$ cat src/rtl/bank_wait_pkg.sv
// Shared definitions for the bank wait-state generator: FSM encoding,
// configuration byte layout and the default slow-bank threshold.
package bank_wait_pkg;

   typedef enum logic [1:0] {
      ST_IDLE    = 2'd0,
      ST_WAIT    = 2'd1,
      ST_RELEASE = 2'd2
   } state_t;

   localparam int CFG_ENABLE_BIT = 7;
   localparam int CFG_WAIT_MSB   = 2;
   localparam int CFG_WAIT_LSB   = 0;

   localparam logic [7:0] SLOW_BANK_MIN_DEFAULT = 8'h10;
   localparam logic [2:0] RESET_WAIT_DEFAULT    = 3'd1;

endpackage

$ cat src/rtl/bank_wait_ctr.sv
// 3-bit loadable down-counter tracking the remaining wait cycles of a stall.
module bank_wait_ctr (
   input  logic       clock,
   input  logic       reset,
   input  logic       load,
   input  logic [2:0] load_value,
   input  logic       dec,
   output logic [2:0] count,
   output logic       zero
);

   // Load takes priority over decrement; reset clears the count.
   always_ff @(posedge clock) begin
      if (reset) begin
         count <= 3'd0;
      end else if (load) begin
         count <= load_value;
      end else if (dec) begin
         count <= count - 3'd1;
      end
   end

   assign zero = (count == 3'd0);

endmodule

$ cat src/rtl/bank_wait.sv
// Wait-state generator: stretches CPU accesses to slow banks by pulling
// ready low for a programmable number of bus cycles.
module bank_wait
   import bank_wait_pkg::*;
#(
   parameter logic [7:0] SLOW_BANK_MIN = SLOW_BANK_MIN_DEFAULT,
   parameter logic [2:0] RESET_WAIT    = RESET_WAIT_DEFAULT
) (
   input  logic       clock,
   input  logic       reset,
   input  logic [7:0] address_bank,
   input  logic       valid,
   input  logic       be,
   input  logic       _rdy_in,
   input  logic       cfg_we,
   input  logic [7:0] cfg_data,
   output logic       _rdy_out,
   output logic       stalling,
   output logic [3:0] wait_cfg
);

   state_t     state;
   logic       enable;
   logic [2:0] wait_count;
   logic [2:0] ctr;
   logic       ctr_zero;
   logic       slow_bank;
   logic       hit;
   logic       stall;
   logic       ctr_load;
   logic [2:0] ctr_load_value;
   logic       ctr_dec;
   logic       unused_cfg_bits;

   assign unused_cfg_bits = ^cfg_data[CFG_ENABLE_BIT-1:CFG_WAIT_MSB+1];

   // Hit detection and stall generation; a released bus (be=0) never stalls.
   always_comb begin
      slow_bank      = (address_bank >= SLOW_BANK_MIN);
      hit            = (state == ST_IDLE) && enable && be && valid &&
                       slow_bank && (wait_count != 3'd0);
      stall          = hit || ((state == ST_WAIT) && be);
      ctr_load       = hit && (wait_count != 3'd1);
      ctr_load_value = wait_count - 3'd2;
      ctr_dec        = (state == ST_WAIT) && be && !ctr_zero;
   end

   assign _rdy_out = _rdy_in & ~stall;
   assign stalling = stall;
   assign wait_cfg = {enable, wait_count};

   // Configuration register; a write only affects hits that start later,
   // because the running sequence already holds its count in ctr.
   always_ff @(posedge clock) begin
      if (reset) begin
         enable     <= 1'b0;
         wait_count <= RESET_WAIT;
      end else if (cfg_we) begin
         enable     <= cfg_data[CFG_ENABLE_BIT];
         wait_count <= cfg_data[CFG_WAIT_MSB:CFG_WAIT_LSB];
      end
   end

   bank_wait_ctr u_ctr (
      .clock      (clock),
      .reset      (reset),
      .load       (ctr_load),
      .load_value (ctr_load_value),
      .dec        (ctr_dec),
      .count      (ctr),
      .zero       (ctr_zero)
   );

   // Sequencer: the hit cycle is the first stall cycle, WAIT covers the rest,
   // RELEASE holds until the board is ready so the held address never re-triggers.
   always_ff @(posedge clock) begin
      if (reset) begin
         state <= ST_IDLE;
      end else begin
         case (state)
            ST_IDLE: begin
               if (hit) begin
                  state <= (wait_count == 3'd1) ? ST_RELEASE : ST_WAIT;
               end
            end
            ST_WAIT: begin
               if (!be) begin
                  state <= ST_IDLE;
               end else if (ctr_zero) begin
                  state <= ST_RELEASE;
               end
            end
            ST_RELEASE: begin
               if (_rdy_in) begin
                  state <= ST_IDLE;
               end
            end
            default: state <= ST_IDLE;
         endcase
      end
   end

endmodule

$ cat config.mk
export PLATFORM = sky130hd
export DESIGN_NAME = bank_wait
export DESIGN_NICKNAME = d
export VERILOG_FILES = /design/src/rtl/bank_wait_pkg.sv /design/src/rtl/bank_wait_ctr.sv /design/src/rtl/bank_wait.sv
export SDC_FILE = /design/constraint.sdc
export NUM_CORES = 1
export LEC_CHECK = 0
export ABC_AREA = 0
export CAP_MARGIN = 20
export CORE_MARGIN = 1.5
export CORE_UTILIZATION = 40
export DETAILED_ROUTE_END_ITERATION = 10
export PLACE_DENSITY = 0.82
export SLEW_MARGIN = 10
export SYNTH_ARGS = -nofsm -noshare
export SYNTH_HDL_FRONTEND = slang
export SYNTH_SLANG_ARGS = --single-unit
$ cat constraint.sdc
create_clock -name clock -period 2.6 [get_ports clock]
set_input_delay 0.39 -clock clock [delete_from_list [all_inputs] [get_ports clock]]
set_output_delay 0.39 -clock clock [all_outputs]
set_load 0.02 [all_outputs]
==> results of run 1 <==
-- state kept, by name, summed over array words and instances, names as in the netlist --
register / cells
enable: 1
state: 2
wait_count: 3
u_ctr.count: 3
-- worst register-to-register path: cells and delay by family (launching register included) --
| family | cells | cell delay (ns) |
|---|---|---|
| AOI/OAI and AO/OA | 2 | 0.37 |
| and+or+nand+nor | 2 | 0.45 |
| DFF | 1 | 0.31 |
| buffers and inverters | 1 | 0.06 |
| adders and majority gates | 2 | 0.38 |
-- through the flow --
| step | power, mW | hold slack [ns] | std cells | instance area, µm² |
|---|---|---|---|---|
| after detailed placement | 0.211 | 0.479 | 88 | 717 |
| final | 0.316 | 0.483 | 92 | 751 |
| after floorplan | 0.178 | 0.460 | 58 | 524 |
| after global placement | 0.210 | 0.473 | 88 | 717 |
| after CTS | 0.318 | 0.489 | 92 | 743 |
| after global routing | 0.329 | 0.501 | 92 | 751 |
-- cell type report --
class | instances | area share, %
multi-input combinational | 42 | 42.8
timing repair buffer | 19 | 25.3
sequential | 9 | 24.0
clock buffer | 4 | 3.50
inverter | 4 | 2.00
tap | 14 | 2.33
-- final timing paths --
| kind | start | cells past startpoint | slack [ns] | endpoint |
|---|---|---|---|---|
| worst max register to register | u_ctr.count[0] | 7 | 0.93 | u_ctr.count[1] |
| worst min register to register | u_ctr.count[2] | 2 | 0.48 | u_ctr.count[2] |
| worst min-delay path | u_ctr.count[2] | 2 | 0.48 | u_ctr.count[2] |
| worst max-delay path | address_bank[7] | 5 | 0.09 | _rdy_out |
-- routing by layer --
metal / global-route usage, % / vias up
li1: - / 253
met1: 20.2 / 217
met2: 28.3 / 18
met3: 1.73 / 2
met4: 10.3 / 0
met5: 0 / -
-- power by group through the flow --
| stage | clock, mW | combinational (mW) | sequential [mW] |
|---|---|---|---|
| global route | 0.115 | 0.0644 | 0.150 |
| floorplan | 0 | 0.0243 | 0.154 |
| detailed placement | 0 | 0.0595 | 0.152 |
| finish | 0.108 | 0.0597 | 0.149 |
| global placement | 0 | 0.0584 | 0.152 |
| CTS | 0.110 | 0.0597 | 0.149 |
-- cells by family after synthesis --
kind of cell,after synthesis,synth area share (%)
AND/OR/NAND/NOR,27,30.6
XOR/XNOR,1,1.67
buffers and inverters,7,5.73
AO/OA/AOI/OAI,8,15.3
multiplexers,4,7.64
adder cells (fa/ha/maj),2,4.77
flip-flops,9,34.4
-- Yosys cell counts --
master	n
a221o_1	1
dfxtp_1	9
nor4b_1	1
nand2_1	4
inv_1	4
nand3_1	2
nand2b_1	1
o41ai_1	1
a211o_1	1
nor4_1	1
nand4b_1	2
or4_4	1
a221oi_2	1
ha_1	2
a21oi_1	1
nor2_1	7
xnor2_1	1
nor2b_1	2
and3_1	1
o21ba_2	1
buf_4	1
nor3b_1	1
clkbuf_1	2
a31oi_1	1
o41ai_2	1
and4bb_2	1
mux2i_1	4
nor3_1	2
and4b_1	1
==> flow_summary_export.csv, run 1 <==
group,metric,value,unit
critical_path,critPathTopFamily,"buffers and inverters",
pwr,ir_worst_vdd,0.349,mV
cells_and_area,mostFrequentLayoutCell,"clkdlybuf4s50_1",
pwr,p_sw,0.0780,mW
sta,fin_tns_setup,0,ns
synthesis,post-synth-top-area-cell,"dfxtp_1",
routing,drt_iter0_markers,3,
routing,first_pass_iters,3,
critical_path,crit_slowest_cell,"clkdlybuf4s50_1",
routing,drt-met1-wl,496,µm
cts,cts_buffer_depth,2,
critical_path,cp_common_cell,"clkdlybuf4s50_1",
synthesis,syn_nets,82,
synthesis,yosys-top-cells-area,"dfxtp_1 34%, mux2i_1 7.6%, nor2_1 5.0%, ha_1 4.8%, nand4b_1 3.3%",
routing,routedWlPerCell,11.6,µm
routing,top_layer,"met4",
synthesis,yosysTopAreaCellShare,34.4,%
pwr,switching_share,24.7,%
sta,slew_headroom,69.9,%
cts,root_buffer,"clkbuf_4",
sta,grt_setup_unrepaired,"no",
cts,hold_buffers,0,
critical_path,start_kind,"primary input",
sta,setup_viol_count_final,0,
sta,finalClockSkew,0.00746,ns
cts,h-tree-depth,1,
cts,clk-insertion-delay-late,0.26,ns
die,placementRows,12,
cells_and_area,final_util,64.9,%
pwr,power_frac_seq,47.1,%
cells_and_area,area_growth,43.2,%
synthesis,synthDistinctLibCells,29,
die,start_util,45.3,%
pwr,p_leak,0.295,nW
cells_and_area,multi_input_area,322,µm²
cts,cts_sinks,9,
placement,pre_cts_ws,0.0724,ns
global_route,grt_max_degree,11,
pwr,clockPowerShare,34.0,%
status,status,"finished, final reports clean",
die,dieHeight,39.2,µm
die,die-width,39.2,µm
sta,fin_ws,0.0850,ns
critical_path,cp.required,2.21,ns
critical_path,path_buf_inv,2,
cts,cts_setup_buffers,0,
global_route,gr-total-overflow,0,
die,die_area,1540,µm²
critical_path,crit_chain,"clkdlybuf4s50_1 > nor4_1 > o41ai_2 > nor2_1 > clkdlybuf4s50_1",
routing,vias_per_cell,5.33,
cells_and_area,register_area,180,µm²
routing,wirelength,1.07,mm
sta,worst_slew_pin_slew,0.447,ns
routing,drc_errors,0,
routing,drtAntennaViolNets,0,
routing,wl_met3,87,µm
sta,hold_violations,0,
critical_path,crit_fanout,2,
synthesis,ys_seq_area_share,34.4,%
global_route,antenna_found_initial,0,
cells_and_area,most-common-layout-cells,"19 x clkdlybuf4s50_1, 9 x dfxtp_1, 7 x nor2_1",
routing,dr_wl_met2,474,µm
synthesis,ys_ff_latch,9,
cts,cts.reportedPaths.clkPinSlew,0.07,ns
cells_and_area,final_net_count,103,
run,maxCapViolCount,0,
global_route,grt_pass1_wl,1.73,mm
pwr,pwr-share-comb,18.9,%
critical_path,max_stage_delay,0.61,ns
die,io_pins,28,
synthesis,synth_area,524,µm²
pwr,power.density,421,nW/µm²
cts,cts_tree,"yes",
sta,finalMaxSlewViolations,0,
sta,layout_min_cycle_time,2.51,ns
cts,cts_buffers,3,
synthesis,ys_warn_count,0,
die,core,1160,µm²
sta,fin_crit_sh,96.7,%
sta,fmax,398,MHz
cells_and_area,fillCellCount,108,
critical_path,path_class,"primary input to output pin",
cells_and_area,drive_above_1_share,11.5,%
synthesis,synthCells,58,
placement,place.gp.congestion,0.839,
cts,postCtsResizedCells,0,
placement,portBuffers,19,
pwr,power.internal,0.238,mW
global_route,grt_usage,16.9,%
routing,vias,490,
synthesis,postSynthAreaPerCell,9.04,µm²
critical_path,crit_path_end_kind,"output pin",
cells_and_area,n_antenna_cell,0,
critical_path,cp.arrival,2.12,ns
hold_path,hold_class,"register to register",
placement,dp_hpwl,840,µm
global_route,grt_pass1_vias,435,
(Power assumes the default switching activity.)
==> inputs of run 2 (changes only) <==
Clock period 2.6 ns to 3 ns, I/O delays scaled along.
==> run 2 against run 1 <==
Effect of this change: combinational power is 14% lower; core utilization down 0.65 points; sequential share of layout area up 0.24 points; largest cell class unchanged.
==> flow_summary_export.csv, run 2 (synthesis gave the netlist of run 1 again) <==
group,metric,value,unit
global_route,gr-total-overflow,0,
critical_path,cp.arrival,2.18,ns
pwr,clockPowerShare,34.1,%
cts,cts_buffers,3,
cells_and_area,n_antenna_cell,0,
pwr,switching_share,24.6,%
global_route,grt_pass1_vias,435,
cts,cts.reportedPaths.clkPinSlew,0.07,ns
sta,worst_slew_pin_slew,0.376,ns
cts,cts_sinks,9,
die,start_util,45.3,%
run,maxCapViolCount,0,
critical_path,crit_path_end_kind,"output pin",
pwr,power.internal,0.206,mW
cells_and_area,register_area,180,µm²
routing,first_pass_iters,4,
global_route,grt_pass1_wl,1.73,mm
routing,drc_errors,0,
cts,root_buffer,"clkbuf_4",
cells_and_area,top_regs,"u_ctr.count x3, wait_count x3, state x2",
sta,layout_min_cycle_time,2.63,ns
cells_and_area,mostFrequentLayoutCell,"clkdlybuf4s50_1",
placement,place.gp.congestion,0.839,
routing,routedWlPerCell,11.5,µm
sta,fmax,380,MHz
routing,vias_per_cell,5.37,
cts,cts_tree,"yes",
die,io_pins,28,
pwr,pwr-share-comb,18.8,%
critical_path,start_kind,"primary input",
pwr,ir_worst_vdd,0.294,mV
global_route,grt_usage,16.9,%
pwr,p_sw,0.0672,mW
routing,drtAntennaViolNets,0,
cts,cts_buffer_depth,2,
placement,portBuffers,19,
die,placementRows,12,
critical_path,path_class,"primary input to output pin",
global_route,grt_max_degree,11,
sta,fin_tns_setup,0,ns
sta,grt_setup_unrepaired,"no",
cells_and_area,most-common-layout-cells,"19 x clkdlybuf4s50_1, 9 x dfxtp_1, 7 x nor2_1",
cts,postCtsResizedCells,0,
cells_and_area,multi_input_area,314,µm²
routing,drt_iter0_markers,3,
cells_and_area,final_net_count,103,
cts,cts_setup_buffers,0,
placement,placed_area,717,µm²
sta,fin_crit_sh,87.8,%
cts,hold_buffers,0,
hold_path,hold_class,"register to register",
placement,dp_hpwl,840,µm
cells_and_area,area_growth,41.8,%
die,core,1160,µm²
critical_path,cp.required,2.55,ns
die,dieHeight,39.2,µm
status,status,"finished, final reports clean",
sta,hold_violations,0,
critical_path,crit_fanout,4,
die,die-width,39.2,µm
die,die_area,1540,µm²
pwr,power.density,368,nW/µm²
sta,finalClockSkew,0.00728,ns
sta,setup_viol_count_final,0,
pwr,p_leak,0.288,nW
cells_and_area,drive_above_1_share,10.3,%
sta,slew_headroom,74.6,%
routing,wirelength,1.06,mm
cells_and_area,fillCellCount,109,
cells_and_area,final_area,743,µm²
routing,vias,494,
cts,clk-insertion-delay-late,0.26,ns
cts,h-tree-depth,1,
sta,finalMaxSlewViolations,0,
global_route,antenna_found_initial,0,
pwr,power_frac_seq,47.2,%
-- run 2: cell types whose count changed in the layout (fill, tap and decap cells not counted) --
| cell | change |
|---|---|
| o41ai_1 | +1 |
| o41ai_2 | -1 |
-- run 2: area by class of cell --
type                            instances  share of cell area, %
Sequential cell                         9                   24.2
Tap cell                               14                   2.36
Inverter                                4                   2.02
Clock buffer                            4                   3.54
Timing Repair Buffer                   19                   25.6
Multi-Input combinational cell         42                   42.3
-- run 2: worst max-delay path: stages --
cell,delay [ns]
clkdlybuf4s50_1,0.51
nand4b_1,0.14
o41ai_1,0.41
clkdlybuf4s50_1,0.68
-- run 2: power groups by stage --
stage	logic [mW]	registers, mW	clock network (mW)
2_1_floorplan	0.0211	0.133	0
3_3_place_gp	0.0506	0.131	0
3_5_place_dp	0.0515	0.131	0
4_1_cts	0.0517	0.129	0.0950
5_1_grt	0.0554	0.130	0.0996
6_report	0.0512	0.129	0.0931
-- run 2: worst paths after layout --
kind / to / cells past startpoint / from / slack [ns]
setup / recovery: stalling / 4 / be / 0.37
hold reg to reg: u_ctr.count[2] / 2 / u_ctr.count[2] / 0.48
setup reg to reg: u_ctr.count[1] / 7 / u_ctr.count[0] / 1.33
hold / removal: u_ctr.count[2] / 2 / u_ctr.count[2] / 0.48
-- run 2: stage by stage --
step | cells | util, % | power, mW | worst slack [ns] | hold WS (ns)
2_1_floorplan | 58 | - | 0.154 | 0.843 | 0.460
3_3_place_gp | 88 | 62.0 | 0.182 | 0.361 | 0.473
3_5_place_dp | 88 | 62.0 | 0.183 | 0.352 | 0.479
4_1_cts | 92 | 64.3 | 0.276 | 0.345 | 0.489
5_1_grt | 92 | 64.3 | 0.285 | 0.176 | 0.501
6_report | 92 | 64.3 | 0.273 | 0.365 | 0.483
-- run 2: per-layer routing --
metal	part of all wire [%]	routed length (µm)	global-route usage, %	vias up
li1	-	-	-	254
met1	46	486	20.2	220
met2	45	470	28.3	18
met3	8.2	87	1.73	2
met4	1.0	11	10.3	0
met5	0	0	0	-
